--- src/rtl/dram_arb_pkg.sv ---
// Shared types and default sizing for the DRAM port arbiter.
package dram_arb_pkg;

  localparam int DEF_NUM_CORES = 4;
  localparam int DEF_ADDR_W    = 16;
  localparam int DEF_DATA_W    = 16;
  localparam int DEF_MEM_DEPTH = 1025;

  typedef enum logic [1:0] {
    IDLE   = 2'd0,
    ACCESS = 2'd1,
    WAIT   = 2'd2,
    DONE   = 2'd3
  } state_e;

endpackage

--- src/rtl/dram_port_arbiter_rr_select.sv ---
// Round-robin winner selection: rotate the request vector so the core after
// last_gnt sits at bit 0, priority-encode the lowest set bit, rotate back.
module rr_select #(
  parameter int NUM_CORES = 4,
  parameter int IDX_W     = 2
) (
  input  logic [NUM_CORES-1:0] req,
  input  logic [IDX_W-1:0]     last_gnt,
  output logic                 gnt_valid,
  output logic [IDX_W-1:0]     gnt_idx
);

  logic [31:0]          start_idx;
  logic [NUM_CORES-1:0] rot;
  logic [31:0]          pos;

  // Rotate, find first requester, map back to an absolute core index.
  always_comb begin
    start_idx = (32'(last_gnt) + 32'd1) % 32'(NUM_CORES);
    rot       = NUM_CORES'({req, req} >> start_idx);
    gnt_valid = |rot;
    pos       = '0;
    for (int unsigned i = NUM_CORES; i > 0; i--) begin
      if (rot[i-1]) pos = 32'(i - 1);
    end
    gnt_idx = IDX_W'((start_idx + pos) % 32'(NUM_CORES));
  end

endmodule

--- src/rtl/dram_port_arbiter.sv ---
// Serialises NUM_CORES req/done core ports onto one single-port DRAM channel.
// One transaction at a time: IDLE -> ACCESS -> (WAIT for reads) -> DONE.
module dram_port_arbiter
  import dram_arb_pkg::*;
#(
  parameter int NUM_CORES = DEF_NUM_CORES,
  parameter int ADDR_W    = DEF_ADDR_W,
  parameter int DATA_W    = DEF_DATA_W,
  parameter int MEM_DEPTH = DEF_MEM_DEPTH
) (
  input  logic                        clk,
  input  logic                        rst_n,
  input  logic [NUM_CORES-1:0]        req,
  input  logic [NUM_CORES-1:0]        we,
  input  logic [NUM_CORES*ADDR_W-1:0] addr,
  input  logic [NUM_CORES*DATA_W-1:0] wdata,
  output logic [NUM_CORES-1:0]        done,
  output logic [DATA_W-1:0]           rdata,
  output logic                        err,
  output logic                        busy,
  output logic                        mem_we,
  output logic [ADDR_W-1:0]           mem_addr,
  output logic [DATA_W-1:0]           mem_wdata,
  input  logic [DATA_W-1:0]           mem_rdata
);

  localparam int                IDX_W   = (NUM_CORES > 1) ? $clog2(NUM_CORES) : 1;
  localparam logic [ADDR_W:0]   DEPTH_X = (ADDR_W + 1)'(MEM_DEPTH);
  localparam logic [IDX_W-1:0]  LAST_RST = IDX_W'(NUM_CORES - 1);

  state_e                state_q, state_d;
  logic [IDX_W-1:0]      last_gnt_q, last_gnt_d;
  logic [IDX_W-1:0]      win_q, win_d;
  logic                  we_q, we_d;
  logic                  oor_q, oor_d;
  logic [NUM_CORES-1:0]  done_q, done_d;
  logic [DATA_W-1:0]     rdata_q, rdata_d;
  logic                  err_q, err_d;
  logic                  busy_q, busy_d;
  logic                  mem_we_q, mem_we_d;
  logic [ADDR_W-1:0]     mem_addr_q, mem_addr_d;
  logic [DATA_W-1:0]     mem_wdata_q, mem_wdata_d;

  logic                  gnt_valid;
  logic [IDX_W-1:0]      gnt_idx;
  logic [ADDR_W-1:0]     sel_addr;
  logic [DATA_W-1:0]     sel_wdata;
  logic                  sel_oor;

  rr_select #(
    .NUM_CORES (NUM_CORES),
    .IDX_W     (IDX_W)
  ) u_rr_select (
    .req       (req),
    .last_gnt  (last_gnt_q),
    .gnt_valid (gnt_valid),
    .gnt_idx   (gnt_idx)
  );

  assign sel_addr  = addr[gnt_idx*ADDR_W +: ADDR_W];
  assign sel_wdata = wdata[gnt_idx*DATA_W +: DATA_W];
  assign sel_oor   = ({1'b0, sel_addr} >= DEPTH_X);

  // The latched address/data live directly in the mem_addr/mem_wdata
  // registers, which is why those hold their value outside ACCESS.
  // Next-state and next-output computation for the transaction FSM.
  always_comb begin
    state_d     = state_q;
    last_gnt_d  = last_gnt_q;
    win_d       = win_q;
    we_d        = we_q;
    oor_d       = oor_q;
    done_d      = '0;
    rdata_d     = rdata_q;
    err_d       = 1'b0;
    mem_we_d    = 1'b0;
    mem_addr_d  = mem_addr_q;
    mem_wdata_d = mem_wdata_q;
    case (state_q)
      IDLE: begin
        if (gnt_valid) begin
          state_d     = ACCESS;
          win_d       = gnt_idx;
          we_d        = we[gnt_idx];
          oor_d       = sel_oor;
          mem_addr_d  = sel_addr;
          mem_wdata_d = sel_wdata;
          mem_we_d    = we[gnt_idx] & ~sel_oor;
        end
      end
      ACCESS: begin
        last_gnt_d = win_q;
        if (we_q) begin
          state_d       = DONE;
          done_d[win_q] = 1'b1;
          err_d         = oor_q;
        end else begin
          state_d = WAIT;
        end
      end
      WAIT: begin
        rdata_d       = oor_q ? '0 : mem_rdata;
        state_d       = DONE;
        done_d[win_q] = 1'b1;
        err_d         = oor_q;
      end
      DONE: begin
        state_d = IDLE;
      end
      default: begin
        state_d = IDLE;
      end
    endcase
    busy_d = (state_d != IDLE);
  end

  // FSM state and arbitration history.
  always_ff @(posedge clk or negedge rst_n) begin
    if (!rst_n) begin
      state_q    <= IDLE;
      last_gnt_q <= LAST_RST;
    end else begin
      state_q    <= state_d;
      last_gnt_q <= last_gnt_d;
    end
  end

  // Transaction latches and registered outputs.
  always_ff @(posedge clk or negedge rst_n) begin
    if (!rst_n) begin
      win_q       <= '0;
      we_q        <= 1'b0;
      oor_q       <= 1'b0;
      done_q      <= '0;
      rdata_q     <= '0;
      err_q       <= 1'b0;
      busy_q      <= 1'b0;
      mem_we_q    <= 1'b0;
      mem_addr_q  <= '0;
      mem_wdata_q <= '0;
    end else begin
      win_q       <= win_d;
      we_q        <= we_d;
      oor_q       <= oor_d;
      done_q      <= done_d;
      rdata_q     <= rdata_d;
      err_q       <= err_d;
      busy_q      <= busy_d;
      mem_we_q    <= mem_we_d;
      mem_addr_q  <= mem_addr_d;
      mem_wdata_q <= mem_wdata_d;
    end
  end

  assign done      = done_q;
  assign rdata     = rdata_q;
  assign err       = err_q;
  assign busy      = busy_q;
  assign mem_we    = mem_we_q;
  assign mem_addr  = mem_addr_q;
  assign mem_wdata = mem_wdata_q;

endmodule

--- config.mk ---
export PLATFORM = sky130hd
export DESIGN_NAME = dram_port_arbiter
export DESIGN_NICKNAME = d
export VERILOG_FILES = /design/src/rtl/dram_arb_pkg.sv /design/src/rtl/dram_port_arbiter_rr_select.sv /design/src/rtl/dram_port_arbiter.sv
export SDC_FILE = /design/constraint.sdc
export NUM_CORES = 1
export LEC_CHECK = 0
export CORE_ASPECT_RATIO = 1.4
export CORE_MARGIN = 4
export CORE_UTILIZATION = 39
export DETAILED_ROUTE_END_ITERATION = 16
export PLACE_DENSITY = 0.87
export SLEW_MARGIN = 20
export SYNTH_ARGS = -nofsm -noshare
export SYNTH_HDL_FRONTEND = slang
export SYNTH_SLANG_ARGS = --single-unit
--- constraint.sdc ---
create_clock -name clk -period 3.9 [get_ports clk]
set_input_delay 0.78 -clock clk [delete_from_list [all_inputs] [get_ports clk]]
set_output_delay 0.78 -clock clk [all_outputs]
set_load 0.02 [all_outputs]
==> results.sh <==
export IMPL_status="completed"
export IMPL_cts_resized=0
export IMPL_cp_arrival_ps=3550
export IMPL_port_buffers=208
export IMPL_yosys_warnings=0
export IMPL_synth_nets=435
export IMPL_cp_slowest_cell="ha_2"
export IMPL_dp_cells=586
export IMPL_post_cts_buffers=0
export IMPL_final_cell_count_no_fill=603
export IMPL_clockBufferDepth=2
export IMPL_rows=41
export IMPL_worstHoldPathType="reg2reg"
export IMPL_fmax_mhz=299
export IMPL_drive_gt1_frac=0.151
export IMPL_die_x_um=90.0
export IMPL_synth_top_family_by_area="multiplexers"
export IMPL_routedWlPerCell_um=19.1
export IMPL_crit_chain="clkdlybuf4s50_1, buf_4, o21bai_1, a21oi_1, a21oi_1, a21oi_1, ha_2, buf_12, mux2i_1, a31oi_1, a21oi_1, mux2i_1, mux2_2"
export IMPL_hold_violations=0
export IMPL_synth_compound_area_frac=0.0603
export IMPL_crit_path_start_kind="input pin"
export IMPL_ys_top_cells_by_area="dfrtp_1 42%, mux4_1 21%, mux2_2 11%"
export IMPL_max_vdd_ir_drop_v=0.000861
export IMPL_fin_nets=649
export IMPL_dieArea_mm2=0.0111
export IMPL_finalSetupViolCount=0
export IMPL_avgSynthCellArea_um2=13.3
export IMPL_grt_use_total=0.209
export IMPL_drtIter0Drc=97
export IMPL_holdWs_ps=505
export IMPL_dr_pass1_iters=4
export IMPL_syn_area_mm2=0.00367
export IMPL_grt_pass1_vias=3573
export IMPL_insertion_delay_ps=330
export IMPL_layout_setup_ws_ps=559
export IMPL_end_kind="flop"
export IMPL_start_util=0.402
export IMPL_synthCells=277
export IMPL_vias=3251
export IMPL_post_dp_hpwl_um=9430
export IMPL_pre_cts_ws_ps=-89.2
export IMPL_synth_distinct_cells=39
export IMPL_synth_top_area_frac=0.415
export IMPL_cts_buffers=9
export IMPL_muxShareOfSynthArea=0.347
export IMPL_yosys_area_share_adder=0.0136
export IMPL_path_buf_inv=3
export IMPL_holdBufCountCts=0
export IMPL_routed_wl_um=11500
export IMPL_ant_nets=0
export IMPL_slew_headroom=0.320
export IMPL_synth_largest_area_cell="dfrtp_1"
export IMPL_overflow=0
export IMPL_tightest_slew_ps=1020
export IMPL_synth_xor_area_frac=0.0143
export IMPL_crit_type="in2reg"
export IMPL_rsz0062_at_grt="no"
export IMPL_ys_seq_area_frac=0.430
export IMPL_clock_skew_ps=4.85
export IMPL_cellLeakagePower_nw=2.51
export IMPL_core_region_area_mm2=0.00913
export IMPL_diodes=0
export IMPL_drc=0
export IMPL_period_needed_ps=3340
export IMPL_powerDensity_mw_per_mm2=834
export IMPL_critPathMaxStageDelay_ps=550
export IMPL_maxCapViolations=0
export IMPL_cts_max_level=3
export IMPL_ys_seq_elements=63
export IMPL_finalWeightedCongestion=0.816
export IMPL_grt_pass1_wl_um=17800
export IMPL_synthToLayoutAreaGrowth_pct=68.6
export IMPL_clk_transition_reported_paths_ps=50
export IMPL_antenna_found_initial=0
export IMPL_required_ps=4110
export IMPL_grt_max_degree=42
export IMPL_die_y_um=123
export IMPL_cts_sinks=63
export IMPL_via_per_inst=5.39
export IMPL_min_period_over_period=0.857
export IMPL_slew_viol_final=0
export IMPL_critPathTopFamily="buffers and inverters"
export IMPL_worst_path_most_repeated_cell="a21oi_1"
export IMPL_clockRootBuffer="clkbuf_16"
export IMPL_crit_fanout=12
export IMPL_io_pins=209
export IMPL_cts_tree="yes"
export IMPL_synth_simple_area_share=0.0930
-- final cells by class --
| cell class | count | area (um2) |
|---|---|---|
| tap | 107 | 134 |
| multi-input combinational | 180 | 1950 |
| sequential | 63 | 1580 |
| inverter | 20 | 75.1 |
| clock inverter | 7 | 48.8 |
| clock buffer | 9 | 225 |
| timing repair buffer | 217 | 2190 |
| fill | 689 | 2930 |
-- cells in the mapped netlist --
library cell	count
inv_1	19
dfrtp_1	61
nand2b_1	2
xnor2_1	1
nand3_1	2
o21bai_1	1
clkbuf_1	7
dfstp_2	2
or2_1	2
o21ai_1	16
xnor2_2	1
nor3b_1	2
or2_2	1
mux4_1	29
mux2_1	1
and2_1	2
a31oi_1	4
inv_2	1
nor3_1	9
xnor2_4	1
a22oi_4	1
mux4_2	3
a41o_1	1
o21ai_0	2
and3b_1	1
nand2_1	21
o32ai_2	2
buf_2	4
a21oi_1	7
nor2_1	10
nor2b_1	3
mux2_2	35
mux2i_1	4
and3_1	1
ha_1	4
buf_6	3
nor4_1	6
or4_1	3
nor4b_1	2
-- flip-flops by register name, indices dropped and copies added, names as in the netlist --
register and cells:
busy 1, done 4, err 1, last_gnt_q 2, mem_addr 16, mem_wdata 16, mem_we 1, oor_q 1
rdata 16, state_q 2, we_q 1, win_q 2
-- where the power goes --
group          internal [mW]  leakage (nW)  switching (mW)
registers              0.938         0.779           0.151
clock network          0.429         0.124           0.293
logic                   1.92          1.61            1.44
-- routing by layer --
layer | track usage | share of wire | vias up
met3 | 0.0619 | 0.084 | 19
met2 | 0.380 | 0.52 | 179
met5 | 0 | 0 | -
met1 | 0.230 | 0.37 | 1561
met4 | 0.0843 | 0.024 | 0
li1 | - | - | 1492
-- worst paths after layout --
| kind | from | to | slack (ps) | cells after the start |
|---|---|---|---|---|
| max | req[1] | oor_q$_DFFE_PN0P_ | 560 | 13 |
| min | mem_wdata[14]$_DFFE_PN0P_ | mem_wdata[14]$_DFFE_PN0P_ | 500 | 1 |
| max reg2reg | last_gnt_q[1]$_DFFE_PN1P_ | oor_q$_DFFE_PN0P_ | 1120 | 11 |
| min reg2reg | mem_wdata[14]$_DFFE_PN0P_ | mem_wdata[14]$_DFFE_PN0P_ | 500 | 1 |
| max in group asynchronous | rst_n | mem_wdata[14]$_DFFE_PN0P_ | 2480 | 2 |
| min in group asynchronous | rst_n | rdata[8]$_DFFE_PN0P_ | 580 | 1 |
-- worst register-to-register path: cells and delay by family (launching register included) --
kind	cells	cell delay [ps]
flip-flops	1	580
adder cells (fa/ha/maj)	1	550
AO/OA/AOI/OAI	5	490
multiplexers	3	730
AND/OR/NAND/NOR	1	120
buffers and inverters	1	200
-- logic make-up after synthesis --
group,Yosys count
buffers and inverters,34
adder cells (fa/ha/maj),4
XOR/XNOR,3
AND/OR/NAND/NOR,67
AO/OA/AOI/OAI,34
multiplexers,72
flip-flops,63
-- cell usage in the layout (no fill, tap or decap), types with 2 or more instances in the layout --
master and instances:
nor3b_1 2, ha_1 3, or4_1 3, nor4b_1 2, clkinvlp_4 4, or2_1 2, clkbuf_16 9, o21ai_0 2
a31oi_1 4, buf_12 2, nor2_1 10, mux2i_1 4, nand3_1 2, inv_1 19, nor4_1 6, dfstp_2 2
buf_4 6, nand2b_1 2, dfrtp_1 61, mux2_2 35, o21ai_1 16, mux4_1 29, mux4_2 3, nor2b_1 3
clkinv_2 2, nor3_1 9, o32ai_2 2, nand2_1 20, and2_1 2, a21oi_1 7, clkdlybuf4s50_1 207
-- stage by stage --
stage	setup TNS (ps)	total power [mW]	instance area (um2)	utilization
5_1_grt	0	5.47	6200	0.679
2_1_floorplan	0	3.33	3670	-
4_1_cts	0	5.12	6170	0.676
6_report	0	5.17	6200	0.679
3_3_place_gp	0	4.25	5900	0.646
3_5_place_dp	-1950	4.38	5900	0.646
(Power assumes the default switching activity.)
==> variant 1, RTL diff (same flow settings) <==
Remove the register `done_q`: a continuous assignment takes its place, so the output `done` follows one clock earlier.
--- a/src/rtl/dram_port_arbiter.sv
+++ b/src/rtl/dram_port_arbiter.sv
@@ -131,7 +131,6 @@
       win_q       <= '0;
       we_q        <= 1'b0;
       oor_q       <= 1'b0;
-      done_q      <= '0;
       rdata_q     <= '0;
       err_q       <= 1'b0;
       busy_q      <= 1'b0;
@@ -142,7 +141,6 @@
       win_q       <= win_d;
       we_q        <= we_d;
       oor_q       <= oor_d;
-      done_q      <= done_d;
       rdata_q     <= rdata_d;
       err_q       <= err_d;
       busy_q      <= busy_d;
@@ -151,6 +149,8 @@
       mem_wdata_q <= mem_wdata_d;
     end
   end
+
+  assign done_q = done_d;
 
   assign done      = done_q;
   assign rdata     = rdata_q;
Check against the original RTL: not equivalent (Yosys sat finds a counterexample within 4 cycles, from zero or initial values and one cycle with rst_n low).
==> variant 1 against the unedited design <==
Worst setup slack got worse by 0.11 ns; critical path depth decreased by 3; sequential cell count decreased by 4; first-iteration DRC count increased by 19%; routed wire length increased by 3.1%; clock skew increased by 0.0062 ns; clock power increased by 10%; cell area decreased by 1.6%; area after synthesis decreased by 3.0%; total power decreased by 0.77%; via count decreased by 0.37%; largest power group unchanged.
==> variant 1: results (changes against the unedited design) <==
stage,metric,value,unit,change
worst_setup_path,crit_end,mem_addr[0]$_DFFE_PN0P_,,was oor_q$_DFFE_PN0P_
worst_setup_path,crit_family,multiplexers,,was buffers and inverters
worst_setup_path,arrival,3.66,ns,was 3.55 ns
place,gp_congestion,0.835,,was 0.816
worst_setup_path,cp_max_fo,18,,was 12
layout,drive_above_1_share,0.162,,was 0.151
drt,vias,3239,,was 3251
timing,fin_skew,0.0111,ns,was 0.00485 ns
timing,tightest_slew,0.594,ns,was 1.02 ns
global_route,grtUsageTotal,0.223,,was 0.209
layout,fillers,640,,was 689
place,placed_cell_area,5770,um2,was 5900 um2
worst_setup_path,slowest_delay,0.64,ns,was 0.55 ns
place,dp_hpwl,9640,um,was 9430 um
synth,synth-xor-area-share,0.0147,,was 0.0143
drt,wl_per_cell,19.7,um,was 19.1 um
synth,synthAdderAreaFrac,0.0140,,was 0.0136
synth,synth-seq-area-share,0.415,,was 0.430
hold_path,hold_path_class,in -> async,,was reg -> reg
pwr,peakVddDrop,930,uV,was 861 uV
pwr,leakagePower,2.46,nW,was 2.51 nW
synth,synth_compound_area_frac,0.0621,,was 0.0603
synth,synthDistinctLibCells,40,,was 39
status,outcome,"finished, final reports clean",,unchanged
worst_setup_path,rrSetupSlack,0.99,ns,was 1.12 ns
synth,syn_area_per_cell,13.1,um2,was 13.3 um2
synth,synth_area_leaders,"dfrtp_1 (40%), mux4_1 (19%), mux2_2 (11%)",,"was dfrtp_1 (42%), mux4_1 (21%), mux2_2 (11%)"
place,dp_cells,583,,was 586
worst_setup_path,worst_r2r_path_depth,8,,was 11
synth,synth_common_cells,"dfrtp_1 (57), mux2_2 (35), mux4_1 (26)",,"was dfrtp_1 (61), mux2_2 (35), mux4_1 (29)"
global_route,grt_pass1_wl,17900,um,was 17800 um
synth,syn_nets,431,,was 435
-- variant 1: metal layers --
| layer | vias up | wire, um | global-route usage |
|---|---|---|---|
| met5 | - | 0 | 0 |
| met4 | 0 | 327 | 0.0841 |
| met3 | 27 | 1200 | 0.0707 |
| met2 | 179 | 5990 | 0.384 |
| met1 | 1552 | 4340 | 0.252 |
| li1 | 1481 | - | - |
-- variant 1: final cells by class --
| class | count | area, um2 | share of cell area |
|---|---|---|---|
| multi-input cells | 180 | 1940 | 0.317 |
| clock buffers | 9 | 225 | 0.0369 |
| repair buffers | 218 | 2170 | 0.356 |
| clock inverters | 7 | 76.3 | 0.0125 |
| inverters | 20 | 75.1 | 0.0123 |
| flip-flops and latches | 59 | 1480 | 0.242 |
| well taps | 107 | 134 | 0.0219 |
-- variant 1: cells by family (layout without fill, tap and decap cells) --
family | after synthesis | count (layout)
muxes | 72 | 72
DFF | 59 | 59
xor gates and xnor gates | 3 | 3
AOI/OAI and AO/OA | 34 | 34
and+or+nand+nor | 67 | 67
adders and majority gates | 4 | 4
buffers and inverters | 34 | 254
-- variant 1: power by group --
group	switching [mW]	internal, mW	leakage (nW)
sequential	0.154	0.885	0.724
combinational	1.41	1.88	1.59
clock	0.299	0.497	0.142
-- variant 1: per-stage QoR --
| stage | utilization | worst slack (ns) | hold WS, ns |
|---|---|---|---|
| floorplan | - | 0.840 | 0.471 |
| global placement | 0.642 | 0.0918 | 0.487 |
| detailed placement | 0.642 | -0.0757 | 0.494 |
| CTS | 0.676 | 0.281 | 0.506 |
| global route | 0.680 | 0.254 | 0.492 |
| finish | 0.680 | 0.453 | 0.451 |
==> variant 2, RTL diff (config.mk and constraints unchanged) <==
Made on the original files. `DEF_DATA_W`: 16 -> 32.
--- a/src/rtl/dram_arb_pkg.sv
+++ b/src/rtl/dram_arb_pkg.sv
@@ -3,7 +3,7 @@
 
   localparam int DEF_NUM_CORES = 4;
   localparam int DEF_ADDR_W    = 16;
-  localparam int DEF_DATA_W    = 16;
+  localparam int DEF_DATA_W    = 32;
   localparam int DEF_MEM_DEPTH = 1025;
 
   typedef enum logic [1:0] {
Ports: changed (resized mem_rdata, mem_wdata, rdata and wdata); port bits go from 209 to 321. The function was not compared with the original's and may differ.
==> variant 2 against the unedited design <==
Sequential share of layout area is 1.3 points higher; routed wire length rose by 56%; worst hold slack worse by 0.020 ns; total power rose by 42%; sequential cell count grew 32; worst setup slack gained 0.10 ns; clock skew grew 0.0065 ns; area after synthesis rose by 40%; cell area up 43%; largest cell class unchanged; largest power group unchanged.
==> variant 2: results (changes against the unedited design) <==
stage,metric,value,unit,change
synth,synth-seq-area-share,0.461,,was 0.430
global_route,met1_usage,0.257,,was 0.230
global_route,met3_usage,0.0603,,was 0.0619
drt,dr_wl_met2,9460,um,was 6000 um
cts,path_clk_slew,0.06,ns,
synth,synth_common_cells,"dfrtp_1 (93), mux2_2 (51), mux4_2 (48)",,"was dfrtp_1 (61), mux2_2 (35), mux4_1 (29)"
global_route,grtUsageTotal,0.231,,was 0.209
synth,synth_compound_area_frac,0.0584,,was 0.0603
worst_setup_path,rrSetupSlack,1.05,ns,was 1.12 ns
pwr,p_comb,4.87,mW,was 3.36 mW
layout,fin_nets,952,,was 649
place,dp_slack,0.268,ns,was -0.0892 ns
layout,drive_above_1_share,0.188,,was 0.151
drt,drtIter0Drc,132,,was 97
worst_setup_path,crit_start,req[1],,unchanged
synth,synthAdderAreaFrac,0.00969,,was 0.0136
drt,via_per_inst,5.20,,was 5.39
cts,cts_max_level,3,,unchanged
status,outcome,"finished, final reports clean",,unchanged
place,dp_hpwl,14700,um,was 9430 um
drt,wl_met1,6290,um,was 4260 um
synth,synthArstFlopShare,1.00,,unchanged
pwr,switching_share,0.368,,was 0.364
timing,setup_ws,0.659,ns,was 0.559 ns
drt,routed_wirelength,18000,um,was 11500 um
place,gp_congestion,0.867,,was 0.816
pwr,peakVddDrop,748,uV,was 861 uV
synth,synth_area_leaders,"dfrtp_1 (45%), mux4_2 (21%), mux2_2 (11%)",,"was dfrtp_1 (42%), mux4_1 (21%), mux2_2 (11%)"
synth,synth.area.mux_share,0.331,,was 0.347
timing,tightest_slew,0.720,ns,was 1.02 ns
drt,route.met3.wl,1440,um,was 964 um
place,placed_cell_area,8570,um2,was 5900 um2
worst_setup_path,worst_r2r_path_depth,9,,was 11
drt,highest_layer,met4,,unchanged
hold_path,hold_path_class,in -> async,,was reg -> reg
place,portBuffers,320,,was 208
global_route,grt_pass1_wl,26900,um,was 17800 um
drt,wl_per_cell,20.0,um,was 19.1 um
pwr,leakagePower,3.46,nW,was 2.51 nW
timing,whs,0.485,ns,was 0.505 ns
place,dp_cells,881,,was 586
synth,synthDistinctLibCells,40,,was 39
pwr,clock_power,0.863,mW,was 0.722 mW
worst_setup_path,crit_end,oor_q$_DFFE_PN0P_,,unchanged
synth,syn_area_per_cell,12.9,um2,was 13.3 um2
timing,fin_skew,0.0113,ns,was 0.00485 ns
worst_setup_path,reg2reg_from,last_gnt_q[1]$_DFFE_PN1P_,,unchanged
layout,fillers,916,,was 689
drt,first_pass_iters,6,,was 4
worst_setup_path,cp_max_fo,21,,was 12
pwr,p_clk_frac,0.117,,was 0.140
synth,synth-xor-area-share,0.0102,,was 0.0143
worst_setup_path,r2r-end,mem_wdata[3]$_DFFE_PN0P_,,was oor_q$_DFFE_PN0P_
cts,cts_setup_buffers,0,,unchanged
synth,syn_nets,637,,was 435
cts,clkLatencyLatePin,0.34,ns,
global_route,globalRouteMet2Util,0.408,,was 0.380
drt,drtAntennaViolNets,0,,unchanged
global_route,grt_pass1_vias,5052,,was 3573
global_route,grt_max_degree,81,,was 42
-- variant 2: cell types whose count changed after synthesis, moves of 16 or more --
cell | unedited run | this run
mux4_1 | 29 | 0
nand2_1 | 21 | 37
mux2_2 | 35 | 51
dfrtp_1 | 61 | 93
mux4_2 | 3 | 48
inv_1 | 19 | 35
-- variant 2: layout make-up --
cell class	instances	area (um2)	share of cell area
timing repair buffer	328	3300	0.372
sequential	95	2380	0.268
tap	178	223	0.0251
inverter	36	135	0.0152
antenna	1	2.50	0.000282
clock inverter	3	25.0	0.00282
multi-input combinational	244	2530	0.286
clock buffer	13	270	0.0305
-- variant 2: critical path: stages --
cell and delay (ns):
clkdlybuf4s50_1 0.43, buf_4 0.17, o21bai_1 0.12, a21oi_1 0.09
a21oi_1 0.16, a21oi_1 0.12, ha_4 0.50, buf_12 0.24
nor3_1 0.08, a31oi_1 0.22, a21oi_1 0.08, mux2i_1 0.28
mux2_2 0.22
